$ cat src/rtl/gb_wr_sched.sv
// Global-buffer write scheduler: round-robin grant among empty banks, then streams one burst into the granted bank.
// Each accepted beat is written one cycle later; din_vld gaps stall the burst indefinitely, start aborts from any state.
module gb_wr_sched #(
  parameter int NUM_SRAM   = 16,
  parameter int ADDR_WIDTH = 9,
  parameter int PORT_WIDTH = 128
) (
  input  logic                  clk,
  input  logic                  rst_n,
  input  logic                  start,
  input  logic [NUM_SRAM-1:0]   wr_req_vec,
  input  logic                  burst_vld,
  input  logic [ADDR_WIDTH-1:0] burst_len,
  output logic                  burst_rdy,
  input  logic                  din_vld,
  input  logic [PORT_WIDTH-1:0] din,
  output logic                  din_rdy,
  output logic [1:0]            State_Wr,
  output logic [5:0]            SRAMIF_Wr_ID,
  output logic                  IFSRAM_Conf_rdy,
  output logic                  write_en,
  output logic [ADDR_WIDTH-1:0] addr_w,
  output logic [PORT_WIDTH-1:0] data_in,
  output logic                  write_SRAM_done
);
  localparam logic [1:0] IDLE      = 2'b00;
  localparam logic [1:0] REQ_READY = 2'b01;
  localparam logic [1:0] WRITE     = 2'b11;
  localparam int         CW        = ADDR_WIDTH + 1;

  logic [1:0]    state;
  logic [3:0]    rr_ptr;
  logic [3:0]    bank_id;
  logic [3:0]    grant_idx;
  logic [3:0]    next_ptr;
  logic [4:0]    cand;
  logic          grant_found;
  logic [CW-1:0] beat_cnt;
  logic [CW-1:0] len_q;
  logic          burst_go;
  logic          din_go;
  logic          accept;
  logic          last_beat;

  // Search starts at rr_ptr and wraps; cand never exceeds 2*NUM_SRAM-2.
  always_comb begin
    grant_found = 1'b0;
    grant_idx   = '0;
    cand        = '0;
    for (int i = 0; i < NUM_SRAM; i++) begin
      cand = {1'b0, rr_ptr} + 5'(i);
      if (cand >= 5'(NUM_SRAM)) cand = cand - 5'(NUM_SRAM);
      if (!grant_found && wr_req_vec[cand[3:0]]) begin
        grant_found = 1'b1;
        grant_idx   = cand[3:0];
      end
    end
  end

  // Internal handshakes exclude rst_n so the reset net stays purely asynchronous.
  assign burst_go  = (state == IDLE) && !start && burst_vld && grant_found;
  assign din_go    = (state == WRITE) && !start;
  assign burst_rdy = rst_n && burst_go;
  assign din_rdy   = rst_n && din_go;
  assign accept    = din_go && din_vld;
  assign last_beat = (beat_cnt == len_q - CW'(1));
  assign next_ptr  = (bank_id == 4'(NUM_SRAM - 1)) ? 4'd0 : bank_id + 4'd1;

  assign State_Wr     = state;
  assign SRAMIF_Wr_ID = {2'b00, bank_id};

  always_ff @(posedge clk or negedge rst_n) begin
    if (!rst_n) begin
      state           <= IDLE;
      rr_ptr          <= '0;
      beat_cnt        <= '0;
      len_q           <= '0;
      bank_id         <= '0;
      IFSRAM_Conf_rdy <= 1'b0;
      write_en        <= 1'b0;
      addr_w          <= '0;
      data_in         <= '0;
      write_SRAM_done <= 1'b0;
    end else if (start) begin
      state           <= IDLE;
      rr_ptr          <= '0;
      beat_cnt        <= '0;
      IFSRAM_Conf_rdy <= 1'b0;
      write_en        <= 1'b0;
      write_SRAM_done <= 1'b0;
    end else begin
      IFSRAM_Conf_rdy <= burst_go;
      write_en        <= accept;
      write_SRAM_done <= accept && last_beat;
      case (state)
        IDLE: begin
          if (burst_go) begin
            state    <= REQ_READY;
            bank_id  <= grant_idx;
            beat_cnt <= '0;
            len_q    <= (burst_len == '0) ? {1'b1, {ADDR_WIDTH{1'b0}}} : {1'b0, burst_len};
          end
        end
        REQ_READY: state <= WRITE;
        WRITE: begin
          if (accept) begin
            addr_w   <= beat_cnt[ADDR_WIDTH-1:0];
            data_in  <= din;
            beat_cnt <= beat_cnt + CW'(1);
            if (last_beat) begin
              state  <= IDLE;
              rr_ptr <= next_ptr;
            end
          end
        end
        default: state <= IDLE;
      endcase
    end
  end
endmodule

$ cat config.mk
export PLATFORM = sky130hd
export DESIGN_NAME = gb_wr_sched
export DESIGN_NICKNAME = d
export VERILOG_FILES = /design/src/rtl/gb_wr_sched.sv
export SDC_FILE = /design/constraint.sdc
export NUM_CORES = 1
export LEC_CHECK = 0
export CORE_AREA = 4 4 175 126
export CTS_CLUSTER_SIZE = 20
export DETAILED_ROUTE_END_ITERATION = 12
export DIE_AREA = 0 0 179 130
export GPL_TIMING_DRIVEN = 0
export HOLD_SLACK_MARGIN = 0.02
export PLACE_DENSITY_LB_ADDON = 0.05
export SLEW_MARGIN = 20
export SYNTH_ARGS = -nofsm -noshare
export SYNTH_HDL_FRONTEND = slang
export SYNTH_SLANG_ARGS = --single-unit
$ cat constraint.sdc
create_clock -name clk -period 6.39 [get_ports clk]
set_input_delay 1.278 -clock clk [delete_from_list [all_inputs] [get_ports clk]]
set_output_delay 1.278 -clock clk [all_outputs]
set_load 0.05 [all_outputs]
==> metrics, run 1 <==
final setup fails 0; pwr dens 279.9 mW/mm^2; Avg WL per Cell 18.26 um; Total GRT Usage 0.2557; number of synthesized register bits 170; crit path max fanout 10; Via density 5.153; sequential-to-total area share from yosys stat 0.4710; Synth Area in XOR/XNOR 0.03186; die width between 150 and 200 um; gr ovfl total 0; Iter 0 DRT Violations 833; Seq. cell area roughly 0.0043 sq mm; Multi-input gate area 0.004509 sq mm; slowest CP cell mux4_2; Nets roughly 1500; setup slack after layout around 0.28 ns; mux share of post-synthesis cell area 0.1002; largest net degree at the start of global routing 88; Core Rows between 40 and 50; Clock Pin Slew Worst Setup and Hold Paths 0.07 ns; Tot Pwr approximately 3.7 mW; CTS tree done; # fillers 1741; CP top delay family buffers and inverters; post-synthesis cell area 0.009031 sq mm; number of synthesized flops with an enable pin 0; Skew-Pair Late Insertion Delay 0.42 ns; Layout area overhead 46.19%; Worst-Margin Slew about 0.80 ns; PortBufs 304; GRT met2 Usage 0.3953; global placement routability congestion 0.9346; Top FF cell, synth dfrtp_1; Slew headroom 0.4679; Routed Antenna Nets 0; Worst setup SP type flip-flop; drt drc 0; commonest non-fill, non-tap cells in the layout nand2_1 (478), clkdlybuf4s50_1 (302), dfrtp_1 (170); Data required, critical path 5.11 ns; simple-gate share of the synthesized area 0.2739; Boundary Pins 308; share of cells above drive strength 1 0.08218; Ant. Diodes 0; hold_buf cts 0; DP Worst Slack -0.8549 ns; largest family of logic cells by synthesized area simple AND/OR/NAND/NOR gates; Die Footprint 0.02327 sq mm; Adder-Cell Fraction of Synth Area 0.01385; most common cell after layout, fill and taps aside nand2_1; Leakage slightly above 6 nW; Routed WL 30150 um; TritonCTS Sinks 170; worst min-delay path category reg -> reg; YS warnings 0; Buffers & Inverters on Critical Path 7; Worst Setup End Kind output port; Final Core Density 0.6464; Achievable Freq 163.6 MHz; post-synth top area cell dfrtp_1; final period utilization 0.9563; Initial DRT Pass Iterations 5; share of Yosys cell area claimed by the top area cell type 0.4710; CTS Buf Count 17; Post-Syn Instances 1025; maximum VDD drop 165.8 uV; setup TNS 0 ns; critical-path cell list clkbuf_4 > clkbuf_4 > clkinvlp_4 > ha_1 > buf_4 > mux4_2 > mux2_4 > a2111oi_4 > nand4b_4 > nor4_4 > a311oi_1 > nand2b_1 > buf_4 > inv_2 > and2_1 > buf_2; unrepaired setup endpoints after global routing false; grt met1 use 0.3486; Async SR Flop Fraction 1.000; Pins Over Slew Limit 0; arrival time at the worst endpoint approximately 4.8 ns; final hold violation count 0; minimum clock period after layout 6.111 ns; Initial Util 0.4422; critical path class reg -> out; Root Driver clkbuf_16; status finished, final reports clean; R2R setup slack 1.68 ns; Avg Synthesized Cell Area 8.811 sq um; die height 130 um; gr busiest metal met2; H-tree Lvls 4; met3 GRT Util 0.09036; largest cells by area after synthesis dfrtp_1 (47%), nand2_1 (20%), mux4_2 (6.0%), mux2i_1 (2.9%), xnor2_1 (1.6%); Vias 8508; Max clock buf depth 2; DP HPWL 23160 um; Layout Skew 0.01064 ns; Max Cap Violations 0; core area a little over 0.02 sq mm; vias in the first global route approximately 8200; first-pass GRT wire length 45900 um; initial antenna violation count 1; delay of the slowest critical-path stage 0.59 ns; Synth Area in Compound Gates 0.07551; distinct cell type count after synthesis 78
## stage by stage
stage	hold WS [ns]	cell area (sq um)	std cells
floorplan	0.4749	9035	1026
global placement	0.4565	12420	1606
detailed placement	0.4616	12460	1607
CTS	0.4782	13130	1645
global route	0.4934	13200	1651
finish	0.4724	13200	1651
## cell families (layout without fill, tap and decap cells)
family,count (synthesis),after routing
AND/OR/NAND/NOR,590,590
flip-flops,170,170
AO/OA/AOI/OAI,94,94
buffers and inverters,69,418
multiplexers,59,59
XOR/XNOR,32,32
adder cells (fa/ha/maj),10,10
other,1,2
## report_power, final
group | switching, mW | internal, mW
logic | 0.849 | 0.459
clock network | 0.492 | 0.560
registers | 0.0983 | 1.24
## synthesized netlist by cell type, types with 3 or more instances
cell,count
xor2_1,14
o21ai_1,5
nand2_1,478
o211ai_1,3
inv_1,14
buf_4,5
nand3_1,19
dfrtp_1,170
nor4_1,5
buf_1,3
and2_1,4
clkbuf_1,35
mux2_2,7
a31oi_1,5
and3_1,10
o22ai_1,5
o31ai_1,10
or2_2,4
nor3_1,7
mux4_2,24
o21ai_0,13
xnor2_1,17
buf_2,6
nor2_1,23
a22oi_1,5
nor2b_1,8
mux2i_1,26
nand2b_1,9
ha_1,10
a21oi_1,14
nor4b_1,5
## flip-flops by register name, indices dropped and copies added, names as in the netlist
name,count
IFSRAM_Conf_rdy,1
rr_ptr,4
len_q,10
write_en,1
write_SRAM_done,1
data_in,128
bank_id,4
beat_cnt,10
State_Wr,2
addr_w,9
## layer usage
metal  vias up  share of wire
li1       4076              -
met1      4045           0.42
met2       342           0.45
met3        43           0.10
met4         2          0.021
met5         -        0.00043
## path summary, 6_finish.rpt
kind                                    from            to  depth (start not counted)
worst max-delay path               rr_ptr[1]     burst_rdy                         16
worst max register to register     rr_ptr[1]    bank_id[2]                         15
worst min register to register  data_in[119]  data_in[119]                          2
min in group asynchronous              rst_n  data_in[104]                          1
worst min-delay path            data_in[119]  data_in[119]                          2
max in group asynchronous              rst_n     addr_w[7]                          2
## what timing repair did
item / in CTS / in global routing
buffers inserted: 6 / 7
setup endpoints to repair: 1 / 1
resized for setup: 11 / 9
endpoints found under the hold margin: 0 / 0
pin swaps: 6 / 3
## area by class of cell
type | instances | share of cell area
clock buffer | 17 | 0.03222
multi-input combinational | 787 | 0.3415
inverter | 18 | 0.005402
buffer | 50 | 0.01886
sequential | 170 | 0.3222
tap | 276 | 0.02616
timing repair buffer | 318 | 0.2400
clock inverter | 15 | 0.01365
## tightest hold or removal path: stages, from the launching register on
cell	delay [ns]
dfrtp_1	0.34
nand2_1	0.05
nand2_1	0.05
(Power assumes the default switching activity.)
==> run 2, diff against run 1 <==
Settings changed: ABC_AREA from default to 1, CORE_AREA 4 4 175 126 to 4 4 172 124, DIE_AREA 0 0 179 130 to 0 0 176 128.
==> run 2 against run 1 <==
Effect of this change: worst hold slack got worse by 0.0013 ns; clock-buffer cell count rose by 1; register-to-register slack improved by 0.85 ns; combinational power rose by 140%; area after synthesis fell by 3.8%; highest routed layer is now met4; critical path type unchanged; clock power barely moved; fmax rose by 7.7%; worst setup slack improved by 0.44 ns; core utilization rose by 0.35 points; final cell count rose by 7.7%; cell area fell by 3.6%; synthesized cell count rose by 14%.
==> metrics, run 2 <==
status finished, final reports clean; Clock Pin Slew Worst Setup and Hold Paths around 0.080 ns; post_cts resized 0; share of cells above drive strength 1 0.04452; PortBufs 304; most frequent cell after synthesis nand2_1; most common cell after layout, fill and taps aside nand2_1; fin cells about 1800; Vias 8666; post-CTS setup repair buffer count 0; post-synthesis cell area 0.008687 sq mm; pwr dens 468.6 mW/mm^2; Leakage 6.322 nW; worst min-delay path category reg -> reg; Skew-Pair Late Insertion Delay 0.43 ns; Post-Syn Instances around 1200; Die Footprint 0.02253 sq mm; setup slack after layout 0.7163 ns; Data required, critical path 5.11 ns; Initial DRT Pass Iterations 5; DP HPWL 21170 um; first-pass GRT wire length around 44000 um; H-tree Lvls 4; Synth Area in Compound Gates 0.02636; Hold Path End data_in[48]; maximum VDD drop 267.0 uV; Slew headroom 0.3792; RR Startpoint rr_ptr[1]; post-place instance area 0.01210 sq mm; Largest Register data_in; simple-gate share of the synthesized area 0.3836; die width between 150 and 200 um; Achievable Freq 176.3 MHz; Avg WL per Cell 15.73 um; mux share of post-synthesis cell area 0; CP most frequent cell nor2_4; Initial Util 0.4436; largest cells by area after synthesis dfrtp_1 (49%), nand2_1 (25%), nand3_1 (6.5%), nor2_1 (3.0%), inv_1 (2.7%); drt drc 0; distinct cell type count after synthesis 38; Worst Setup End Kind output port; slowest CP cell ha_1; delay of the slowest critical-path stage between 0.4 and 0.5 ns; CTS tree done; Core Rows 43; DP Worst Slack between 0.5 and 0.6 ns; post-synth top area cell dfrtp_1; crit path max fanout 13; Total GRT Usage 0.2432; final setup fails 0; Worst setup SP type flip-flop; global placement routability congestion 0.9477; Pins Over Slew Limit 0; final period utilization 0.8879; max FFs per register about 130; Worst-Margin Slew 0.9278 ns; number of synthesized flops with an enable pin 0; Max clock buf depth 2; # fillers between 1500 and 2000; Boundary Pins 308; share of Yosys cell area claimed by the top area cell type 0.4897; R2R setup slack ~2.5 ns; core area 0.01958 sq mm; Async SR Flop Fraction 1.000; Iter 0 DRT Violations roughly 750; arrival time at the worst endpoint 4.40 ns; Tot Pwr roughly 6.0 mW; Root Driver clkbuf_16; final hold slack 0.4710 ns; minimum clock period after layout 5.674 ns; critical-path cell list inv_1 > buf_4 > ha_1 > inv_1 > nand3_1 > nand3_1 > nand2_1 > nand4_2 > nor2_4 > nand4_2 > nor2_4 > nand4_4 > nor2_4 > nand4_4 > nand2_4 > buf_4 > nor2_1 > dlymetal6s2s_1; unrepaired setup endpoints after global routing false; CP top delay family simple AND/OR/NAND/NOR gates; Via density around 4.9; final hold violation count 0; worst r2r dst beat_cnt[7]; commonest non-fill, non-tap cells in the layout nand2_1 (571), clkdlybuf4s50_1 (302), dfrtp_1 (170); critical path class reg -> out; Layout Skew 0.01384 ns; die height about 130 um; CTS Buf Count 17; setup TNS 0 ns; largest family of logic cells by synthesized area simple AND/OR/NAND/NOR gates; placed cells 1743; largest registers data_in (128), beat_cnt (10), len_q (10); Routed Antenna Nets 0; Synth Area in XOR/XNOR 0.03025; Adder-Cell Fraction of Synth Area 0.01440; Nets 1660; Top FF cell, synth dfrtp_1; gr ovfl total 0; Buffers & Inverters on Critical Path 5; Hold Path Origin data_in[48]; Final Core Density 0.6499; fin area 0.01273 sq mm; sequential-to-total area share from yosys stat 0.4897; hold_buf cts 0; hold depth 2; number of synthesized register bits 170; initial antenna violation count 3; YS warnings 0; Layout area overhead 46.51%; Routed WL 27960 um; Max Cap Violations 0; TritonCTS Sinks 170; R2R cell count 19; vias in the first global route ~8000; largest net degree at the start of global routing 90; Avg Synthesized Cell Area 7.444 sq um; Synth top cells by count nand2_1 (571), dfrtp_1 (170), nand3_1 (112)
## run 2: cell count changes in the layout (fill, tap and decap cells not counted), moves of 10 or more
cell     change
nand3_1     +93
nand2_1     +93
xnor2_1     -11
xor2_1      +10
mux4_2      -24
mux2i_1     -26
inv_1       +49
nand4_1     +14
nor2_1      +46
## run 2: final cells by class
cell class                      count  area [sq um]  share of cell area
Antenna cell                        3         7.507           0.0005899
Timing Repair Buffer              305          3078              0.2418
Clock buffer                       18         429.2             0.03372
Clock inverter                     14         178.9             0.01406
Tap cell                          270         337.8             0.02654
Sequential cell                   170          4254              0.3343
Buffer                             47         226.5             0.01779
Inverter                           68         255.2             0.02006
Multi-Input combinational cell    883          3960              0.3111
## run 2: logic make-up (layout without fill, tap and decap cells)
| kind of cell | after synthesis | count (layout) |
|---|---|---|
| adders and majority gates | 10 | 10 |
| other | 1 | 5 |
| buffers and inverters | 115 | 452 |
| xor gates and xnor gates | 30 | 30 |
| AOI/OAI and AO/OA | 39 | 39 |
| DFF | 170 | 170 |
| and+or+nand+nor | 802 | 802 |
## run 2: per-layer routing
layer  share of wire  vias to the layer above  global-route usage
met5               0                        -                   0
met4           0.019                        0             0.07745
met3            0.10                       34             0.07636
met2            0.43                      380              0.3527
met1            0.45                     3934              0.3489
li1                -                     4318                   -
## run 2: tightest hold or removal path: stages, from the launching register on
cell and delay (ns):
dfrtp_1 0.34, nand2_1 0.05, nand2_1 0.05
## run 2: worst max path at each step
stage / from / to / slack [ns] / cells after the start
finish: rr_ptr[1] / burst_rdy / 0.72 / 18
global route: rr_ptr[1] / burst_rdy / 0.36 / 18
CTS: rr_ptr[1] / burst_rdy / 0.30 / 17
detailed placement: wr_req_vec[9] / burst_rdy / 0.53 / 17
global placement: rst_n / din_rdy / -4.51 / 4
floorplan: wr_req_vec[14] / burst_rdy / 1.84 / 13
## run 2: where the power goes
part	internal [mW]	switching, mW	total [mW]
registers	1.46	0.234	1.69
logic	1.01	2.18	3.19
clock network	0.595	0.482	1.08
